==> config.mk <==
export PLATFORM = sky130hd
export DESIGN_NAME = polar_encoder
export DESIGN_NICKNAME = d
export VERILOG_FILES = /design/src/rtl/polar_encoder.sv
export SDC_FILE = /design/constraint.sdc
export NUM_CORES = 1
export LEC_CHECK = 0
export ABC_CLOCK_PERIOD_IN_PS = 2100
export CELL_PAD_IN_SITES_DETAIL_PLACEMENT = 1
export CELL_PAD_IN_SITES_GLOBAL_PLACEMENT = 1
export CORE_ASPECT_RATIO = 1.1
export CORE_MARGIN = 4
export CORE_UTILIZATION = 34
export DETAILED_ROUTE_END_ITERATION = 10
export PLACE_DENSITY = 0.79
export SLEW_MARGIN = 30
export SYNTH_ARGS = -nofsm -noshare
export SYNTH_HDL_FRONTEND = slang
export SYNTH_SLANG_ARGS = --single-unit
==> constraint.sdc <==
create_clock -name clk -period 2.1 [get_ports clk]
set_clock_uncertainty 0.15 [all_clocks]
set_input_delay 0.315 -clock clk [delete_from_list [all_inputs] [get_ports clk]]
set_output_delay 0.315 -clock clk [all_outputs]
set_load 0.01 [all_outputs]
==> src/rtl/polar_encoder.sv <==
// Iterative polar encoder: x = u * F^{(x)LOG2N} over GF(2), natural bit order.
// One butterfly stage is applied per clock; a single message is in flight at a time.
module polar_encoder #(
    parameter int             N           = 8,
    parameter int             LOG2N       = 3,
    parameter logic [N-1:0]   FROZEN_MASK = 8'h17
) (
    input  logic         clk,
    input  logic         rst,
    input  logic [N-1:0] in_bits,
    input  logic         in_valid,
    output logic         in_ready,
    output logic [N-1:0] out_bits,
    output logic         out_valid,
    input  logic         out_ready
);

    localparam int STG_W = $clog2(LOG2N + 1);

    typedef enum logic [1:0] {
        IDLE,
        ENCODE,
        DONE
    } state_t;

    state_t           state_q, state_d;
    logic [N-1:0]     v_q, v_d;
    logic [STG_W-1:0] stage_q, stage_d;

    always_ff @(posedge clk or posedge rst) begin
        if (rst) begin
            state_q <= IDLE;
            v_q     <= '0;
            stage_q <= '0;
        end else begin
            state_q <= state_d;
            v_q     <= v_d;
            stage_q <= stage_d;
        end
    end

    always_comb begin
        state_d = state_q;
        v_d     = v_q;
        stage_d = stage_q;
        case (state_q)
            IDLE: begin
                if (in_valid) begin
                    v_d     = in_bits & ~FROZEN_MASK;
                    stage_d = '0;
                    state_d = ENCODE;
                end
            end
            ENCODE: begin
                // Partner i|2^s equals i+2^s whenever bit s of i is clear, and stays in range.
                for (int unsigned s = 0; s < LOG2N; s++) begin
                    if (stage_q == STG_W'(s)) begin
                        for (int unsigned i = 0; i < N; i++) begin
                            if (((i >> s) & 1) == 0) begin
                                v_d[i] = v_q[i] ^ v_q[i | (32'd1 << s)];
                            end
                        end
                    end
                end
                if (stage_q == STG_W'(LOG2N - 1)) begin
                    state_d = DONE;
                end else begin
                    stage_d = stage_q + 1'b1;
                end
            end
            DONE: begin
                if (out_ready) begin
                    state_d = IDLE;
                end
            end
            default: state_d = IDLE;
        endcase
    end

    assign in_ready  = (state_q == IDLE);
    assign out_valid = (state_q == DONE);
    assign out_bits  = v_q;

endmodule
After elaboration in Yosys (flattened, before gate mapping)
Index checks and enable logic that the tools add are counted.

Bits in registers: 12. Input bits: 12. Word-level logic and storage cells: 66. Output and inout port bits: 10.

Reduce and logical (&&, ||, !) cells: 13. Mux-type cells: 16. Bitwise gates (word level): 12. Eq/ne operators: 14. Add/subtract/negate cells: 1.

Operators by type and width (number): AND reduction 3 bit (9); two-way mux 2 bit (7); one-hot mux 7 bit (2 select lines) (1); XOR 1 bit (12); != test 2 bit, second input constant (5); != test 3 bit, second input constant (3); two-way mux 7 bit (1); one-hot mux 2 bit (3 select lines) (1); equality test 2 x 1 -> 1 bit, second input constant (2); equality test 2 bit, second input constant (2); zero test 2 bit (2); two-way mux 1 bit (4); two-way mux 4 bit (1); != test 4 bit, second input constant (1); one-hot mux 2 bit (2 select lines) (1); adder 2 x 1 -> 2 bit, second input constant (1); != test 2 x 1 -> 1 bit, second input constant (1); AND reduction 2 bit (1); nonzero test 2 bit (1).

Depth between registers and ports, before layout
Gate-level depths: netlist (run 1).

Depth in word-level cells: 5. Depth in mapped cells: 6. Mapped depth without buffers: 6.

Worst setup path after synthesis (run 1)
Ideal clock, no wire load.

Path kind: register to register. Start point: reg stage_q[0]. End point: reg v_q[0], in the netlist out_bits[0]. Clock period less this slack: 1672 ps. Arrival time: 1396 ps. Data required time: 1824 ps. Setup slack: 428 ps. Path buffers: 0. Cell stages (with the launch flop): 7. Cell sequence: dfrtp_1 > inv_1 > ha_1 > nor2b_1 > a211oi_1 > nor2_1 > a221o_1.

Word-level cells in the longest chain between the ends: 4. Elaborated cells on any way between the ends: 8. Classes of those cells: eq/ne (3); mux (3); reduce/logical (2).

RTL lines: from (decl) (RTL line 28) `logic [STG_W-1:0] stage_q, stage_d;`; from (signal assigned) (RTL line 38) `stage_q <= stage_d;`; equality test 2 x 1 -> 1 bit (RTL line 57) `if (stage_q == STG_W'(s)) begin`; two-way mux 2 bit (RTL line 57); two-way mux 4 bit (RTL line 57); one-hot mux 7 bit (2 select lines) (RTL line 46) `case (state_q)`; to (signal assigned) (RTL line 37) `v_q <= v_d;`; to (decl) (RTL line 27) `logic [N-1:0] v_q, v_d;`.

Several ways; a longest one is shown, not always the timed one. The select of a mux whose other input is x is not followed. A chain may end at the register's enable or synchronous reset.

Worst setup path after layout (run 1)
Start point: reg state_q[0]. End point: out in_ready.

Word-level cells in the longest chain between the ends: 1.

RTL lines: from (decl) (RTL line 26) `state_t state_q, state_d;`; from (signal assigned) (RTL line 36) `state_q <= state_d;`; zero test 2 bit (RTL line 80) `assign in_ready = (state_q == IDLE);`; to (decl) (RTL line 12) `output logic in_ready,`.

Every way passes these cells.

==> impl_metrics.env, run 1 <==
export IMPL_tns_ns=0
export IMPL_die_area_mm2=0.003059
export IMPL_clock_latency_ns=0.29
export IMPL_dp_slack_ns=0.03573
export IMPL_die_w_um=53.10
export IMPL_max_clock_freq_mhz=497.6
export IMPL_slew_headroom_pct=69.40
export IMPL_grt_use_total_pct=14.92
export IMPL_power_leakage_nw=0.4147
export IMPL_drive_gt1_share_pct=9.184
export IMPL_clock_sinks=12
export IMPL_vias_per_cell=5.167
export IMPL_grt_max_degree=14
export IMPL_worst_pin_slew_ns=0.4585
export IMPL_antenna_found_initial=0
export IMPL_fin_util_pct=48.09
export IMPL_syn_nets=96
export IMPL_pin_count=22
export IMPL_synthDistinctLibCells=34
export IMPL_detail_route_first_pass_iterations=4
export IMPL_routed_wirelength_um=1852
export IMPL_p_int_uw=918.2
export IMPL_cts_buffers_inserted=3
export IMPL_cp_end_kind="primary output"
export IMPL_synth_seq_area_share_pct=39.47
export IMPL_max_cap_violations=0
export IMPL_synthTopCellsByArea="dfrtp_1, ha_1, nor2_1"
export IMPL_drt_iter0_markers=7
export IMPL_regToRegSetupSlack_ns=0.19
export IMPL_final_setup_worst_slack_ns=0.09036
export IMPL_grt_pass1_vias=688
export IMPL_cts_root_buf="clkbuf_4"
export IMPL_initial_core_util_pct=36.87
export IMPL_slew_viol_final=0
export IMPL_setup_viol=0
export IMPL_ctsHoldBuffers=0
export IMPL_startpoint_type="flop"
export IMPL_cts_max_path_buffers=2
export IMPL_finalCritPeriodShare_pct=95.70
export IMPL_syn_area_per_cell_um2=9.629
export IMPL_areaGrowthSynthToFinish_pct=30.43
export IMPL_use_met2_pct=22.34
export IMPL_arrival_ns=1.54
export IMPL_h_tree_depth=1
export IMPL_die_h_um=57.61
export IMPL_hold_path_class="in2async"
export IMPL_p_per_area_mw_per_mm2=1624
export IMPL_async_reset_ff_share_pct=100.0
export IMPL_busiest_layer="met2"
export IMPL_synthFlopType="dfrtp_1"
export IMPL_num_vias=651
export IMPL_gp_congestion=0.7344
export IMPL_syn_area_um2=760.7
export IMPL_hold_slack_ns=0.1713
export IMPL_ir_drop_mv=0.6943
export IMPL_ys_warn_count=0
export IMPL_cts_tree="built"
export IMPL_power_frac_seq_pct=31.4
export IMPL_grt_overflow=0
export IMPL_p_comb_share_pct=56.4
export IMPL_ys_ff_latch=12
export IMPL_power_frac_clock_pct=12.3
export IMPL_switching_share_pct=43.02
export IMPL_dpl_hpwl_um=1413
export IMPL_period_minus_slack_ns=2.010
export IMPL_timing_rr_end="out_bits[0]"
export IMPL_rows=17
export IMPL_hold_violations=0
export IMPL_syn_inst=79
export IMPL_grt_use_met1_pct=19.58
export IMPL_path_max_fanout=13
export IMPL_drc=0
export IMPL_status="complete, no violations"
export IMPL_antenna_cells=0
export IMPL_fillers=254
export IMPL_clk_pin_slew_ns=0.08
export IMPL_critPathRequiredTime_ns=1.63
export IMPL_core_area_mm2=0.002063
export IMPL_layout_nets=116
export IMPL_yosysTopAreaCellShare_pct=39.47
export IMPL_reg2reg_depth=6
export IMPL_grtUsageMet3_pct=3.085
export IMPL_yosys_area_top_type="dfrtp_1"
export IMPL_crit_type="reg2out"
export IMPL_grt_pass1_wl_um=3325
export IMPL_synth_edf_count=0
export IMPL_p_switching_uw=693.2
export IMPL_route_antenna_remaining_nets=0
export IMPL_rr_startpoint="stage_q[0]"
export IMPL_portBuffers=17
export IMPL_wl_per_cell_um=14.70
export IMPL_rsz0062_at_grt="false"
==> flip-flops by register name, indices dropped and copies added, names as in the netlist <==
signal / flops
out_bits: 8
stage_q: 2
state_q: 2
==> per-stage QoR <==
stage / area [um2] / std cells / power (mW)
final: 992.2 / 126 / 1.611
after global routing: 992.2 / 126 / 1.756
after CTS: 989.7 / 126 / 1.624
after detailed placement: 953.4 / 122 / 1.421
after global placement: 953.4 / 122 / 1.385
after floorplan: 760.7 / 79 / 1.093
==> metal layers <==
metal	share of wire [%]	wire (um)
met5	0	0
met4	2.8	51
met3	3.1	58
met2	48	896
met1	46	845
==> logic make-up after synthesis <==
group / synth area share, %
multiplexers: 6.908
XOR/XNOR: 2.303
buffers and inverters: 4.603
flip-flops: 39.47
AND/OR/NAND/NOR: 21.38
adder cells (fa/ha/maj): 8.224
AO/OA/AOI/OAI: 17.11
==> final cells by class <==
| cell class | instances | area, um2 | share of cell area [%] |
|---|---|---|---|
| Sequential cell | 12 | 302.8 | 30.52 |
| Multi-Input combinational cell | 60 | 425.4 | 42.88 |
| Inverter | 4 | 15.01 | 1.513 |
| Timing Repair Buffer | 18 | 177.7 | 17.91 |
| Clock buffer | 4 | 36.28 | 3.657 |
| Tap cell | 28 | 35.03 | 3.531 |
==> cell usage after synthesis (2+ instances only) <==
library cell   n
ha_1           5
nand2b_1       2
inv_1          4
a311oi_1       2
nand2_1        5
nor2_1        11
o21ai_0        2
mux2i_1        3
nand3b_1       3
dfrtp_1       12
a21oi_1        4
mux2_1         2
nor2b_1        3
==> power by group through the flow <==
| stage | registers [mW] | clock network [mW] | logic (mW) |
|---|---|---|---|
| 2_1_floorplan | 0.469 | 0 | 0.624 |
| 3_3_place_gp | 0.499 | 0 | 0.885 |
| 3_5_place_dp | 0.507 | 0 | 0.914 |
| 4_1_cts | 0.502 | 0.203 | 0.919 |
| 5_1_grt | 0.537 | 0.215 | 1.00 |
| 6_report | 0.505 | 0.197 | 0.909 |
==> worst max path at each step <==
stage	depth (start not counted)	endpoint	from	slack, ns
after floorplan	6	out_bits[0]	stage_q[0]	0.43
after global placement	5	out_bits[5]	in_valid	0.07
after detailed placement	5	out_bits[3]	in_valid	0.04
after CTS	2	in_ready	state_q[0]	0.02
after global routing	2	in_ready	state_q[0]	0.03
final	2	in_ready	state_q[0]	0.09
==> what timing repair did <==
| action | 4_1_cts | 5_1_grt |
|---|---|---|
| resized for setup | 0 | 2 |
| setup endpoints to repair | 0 | 2 |
| buffers inserted | 0 | 0 |
==> placed cells by master (no fill, tap or decap), types with 2 or more instances in the layout <==
master / count
a311oi_1: 2
a21oi_1: 4
clkdlybuf4s50_1: 17
mux2_1: 2
nand3b_1: 3
nor2b_1: 3
nor2_1: 11
dfrtp_2: 2
dfrtp_1: 10
inv_1: 4
o21ai_0: 2
ha_1: 5
nand2b_1: 2
clkbuf_4: 3
nand2_1: 5
mux2i_1: 3
==> critical path, cell delays in order, from the launching register on <==
cell,delay (ns)
dfrtp_2,0.50
nor2_1,0.19
clkdlybuf4s50_1,0.57
Note: power is estimated with default switching activity, not from simulation.
==> run 2: changes to the inputs <==
--- a/config.mk
+++ b/config.mk
@@ -5,15 +5,16 @@
 export SDC_FILE = /design/constraint.sdc
 export NUM_CORES = 1
 export LEC_CHECK = 0
-export ABC_CLOCK_PERIOD_IN_PS = 2100
 export CELL_PAD_IN_SITES_DETAIL_PLACEMENT = 1
 export CELL_PAD_IN_SITES_GLOBAL_PLACEMENT = 1
 export CORE_ASPECT_RATIO = 1.1
 export CORE_MARGIN = 4
 export CORE_UTILIZATION = 34
 export DETAILED_ROUTE_END_ITERATION = 10
+export MAX_ROUTING_LAYER = met4
 export PLACE_DENSITY = 0.79
 export SLEW_MARGIN = 30
 export SYNTH_ARGS = -nofsm -noshare
 export SYNTH_HDL_FRONTEND = slang
 export SYNTH_SLANG_ARGS = --single-unit
+export TNS_END_PERCENT = 10
==> run 2 against run 1 <==
- first-iteration DRC count unchanged
- critical path type unchanged
- global-route usage up 0.44 points
- clock-buffer cell count unchanged
- critical path depth unchanged
- total power about the same
- maximum frequency about the same
- cell area unchanged
==> impl_metrics.env, run 2 (same netlist as run 1, synthesis figures left out) <==
export IMPL_portBuffers=17
export IMPL_clk_pin_slew_ns=0.08
export IMPL_grt_use_total_pct=15.35
export IMPL_p_total_mw=1.611
export IMPL_hold_path_class="in2async"
export IMPL_power_leakage_nw=0.4147
export IMPL_rsz0062_at_grt="false"
export IMPL_layout_nets=116
export IMPL_slew_headroom_pct=69.40
export IMPL_slew_viol_final=0
export IMPL_cts_max_path_buffers=2
export IMPL_pin_count=22
export IMPL_cts_root_buf="clkbuf_4"
export IMPL_grt_pass1_wl_um=3325
export IMPL_grt_pass1_vias=688
export IMPL_startpoint_type="flop"
export IMPL_max_clock_freq_mhz=497.6
export IMPL_cts_buffers_inserted=3
export IMPL_wl_met1_um=845
export IMPL_cts_tree="built"
export IMPL_arrival_ns=1.54
export IMPL_antenna_found_initial=0
export IMPL_drive_gt1_share_pct=9.184
export IMPL_num_vias=651
export IMPL_setup_viol=0
export IMPL_die_area_mm2=0.003059
export IMPL_worst_pin_slew_ns=0.4585
export IMPL_route_antenna_remaining_nets=0
export IMPL_grt_max_degree=14
export IMPL_grt_overflow=0
export IMPL_status="complete, no violations"
export IMPL_cp_end_kind="primary output"
export IMPL_dpl_hpwl_um=1413
export IMPL_path_max_fanout=13
export IMPL_p_per_area_mw_per_mm2=1624
export IMPL_period_minus_slack_ns=2.010
export IMPL_wl_per_cell_um=14.68
export IMPL_drc=0
export IMPL_wl_met2_um=896
export IMPL_h_tree_depth=1
export IMPL_detail_route_first_pass_iterations=4
export IMPL_die_h_um=57.61
export IMPL_core_area_mm2=0.002063
export IMPL_clock_latency_ns=0.29
export IMPL_crit_type="reg2out"
export IMPL_vias_per_cell=5.167
export IMPL_final_cell_mix="clkdlybuf4s50_1, nor2_1, dfrtp_1"
export IMPL_ir_drop_mv=0.6943
export IMPL_met3WireLength_um=56
export IMPL_seq_area_um2=302.8
export IMPL_drt_iter0_markers=7
export IMPL_initial_core_util_pct=36.87
export IMPL_rows=17
export IMPL_highest_layer="met4"
export IMPL_mostFrequentLayoutCell="clkdlybuf4s50_1"
export IMPL_gp_congestion=0.7434
export IMPL_multiInputGateArea_um2=425.4
export IMPL_tns_ns=0
export IMPL_critPathRequiredTime_ns=1.63
export IMPL_fillers=254
export IMPL_finalCritPeriodShare_pct=95.70
export IMPL_max_cap_violations=0
export IMPL_hold_violations=0
export IMPL_largest_reg_flops=8
export IMPL_clock_sinks=12
export IMPL_routed_wirelength_um=1850
export IMPL_die_w_um=53.10
export IMPL_areaGrowthSynthToFinish_pct=30.43
export IMPL_antenna_cells=0
==> run 2: cell counts in the layout (fill, tap and decap cells not counted) <==
Identical to the previous run, type by type.
==> run 2: where the power goes <==
group          switching, mW  internal, mW  leakage [nW]
registers              0.159         0.347         0.144
logic                  0.443         0.466         0.249
clock network         0.0916         0.106        0.0210
==> run 2: repair_timing <==
| item | in CTS | in global routing |
|---|---|---|
| resized for setup | 0 | 2 |
| endpoints found under the setup margin | 0 | 2 |
| hold endpoints to repair | 0 | 0 |
| hold buffers | 0 | 0 |
| setup buffers | 0 | 0 |
==> run 2: critical path, stage by stage (launching register included) <==
cell and delay [ns]:
dfrtp_2 0.50, nor2_1 0.19, clkdlybuf4s50_1 0.57
==> run 2: layer usage <==
metal	GRT usage, %	up-vias
li1	-	318
met1	19.58	320
met2	22.34	8
met4	8.759	0
met5	-	-
met3	3.085	5
==> run 2: path summary, 6_finish.rpt <==
check	startpoint	end	slack, ns	depth (start not counted)
setup / recovery	state_q[0]	in_ready	0.09	2
hold / removal	rst	state_q[1]	0.17	2
setup reg to reg	stage_q[0]	out_bits[0]	0.19	6
hold reg to reg	stage_q[0]	stage_q[0]	0.40	1
max in group asynchronous	rst	state_q[0]	1.29	2
min in group clk	stage_q[0]	stage_q[0]	0.40	1
==> run 2: layout make-up <==
class	instances	share of cell area, %
Multi-Input combinational cell	60	42.88
Sequential cell	12	30.52
Timing Repair Buffer	18	17.91
Clock buffer	4	3.657
Tap cell	28	3.531
Inverter	4	1.513
==> run 2: stage by stage <==
| stage | setup WS, ns | instances | hold WS, ns | utilization (%) | instance area, um2 |
|---|---|---|---|---|---|
| after global routing | 0.02631 | 126 | 0.2353 | 48.09 | 992.2 |
| after global placement | 0.06611 | 122 | 0.3833 | 46.21 | 953.4 |
| after detailed placement | 0.03573 | 122 | 0.3914 | 46.21 | 953.4 |
| final | 0.09030 | 126 | 0.1713 | 48.09 | 992.2 |
| after CTS | 0.02069 | 126 | 0.1971 | 47.97 | 989.7 |
| after floorplan | 0.4277 | 79 | 0.02970 | - | 760.7 |
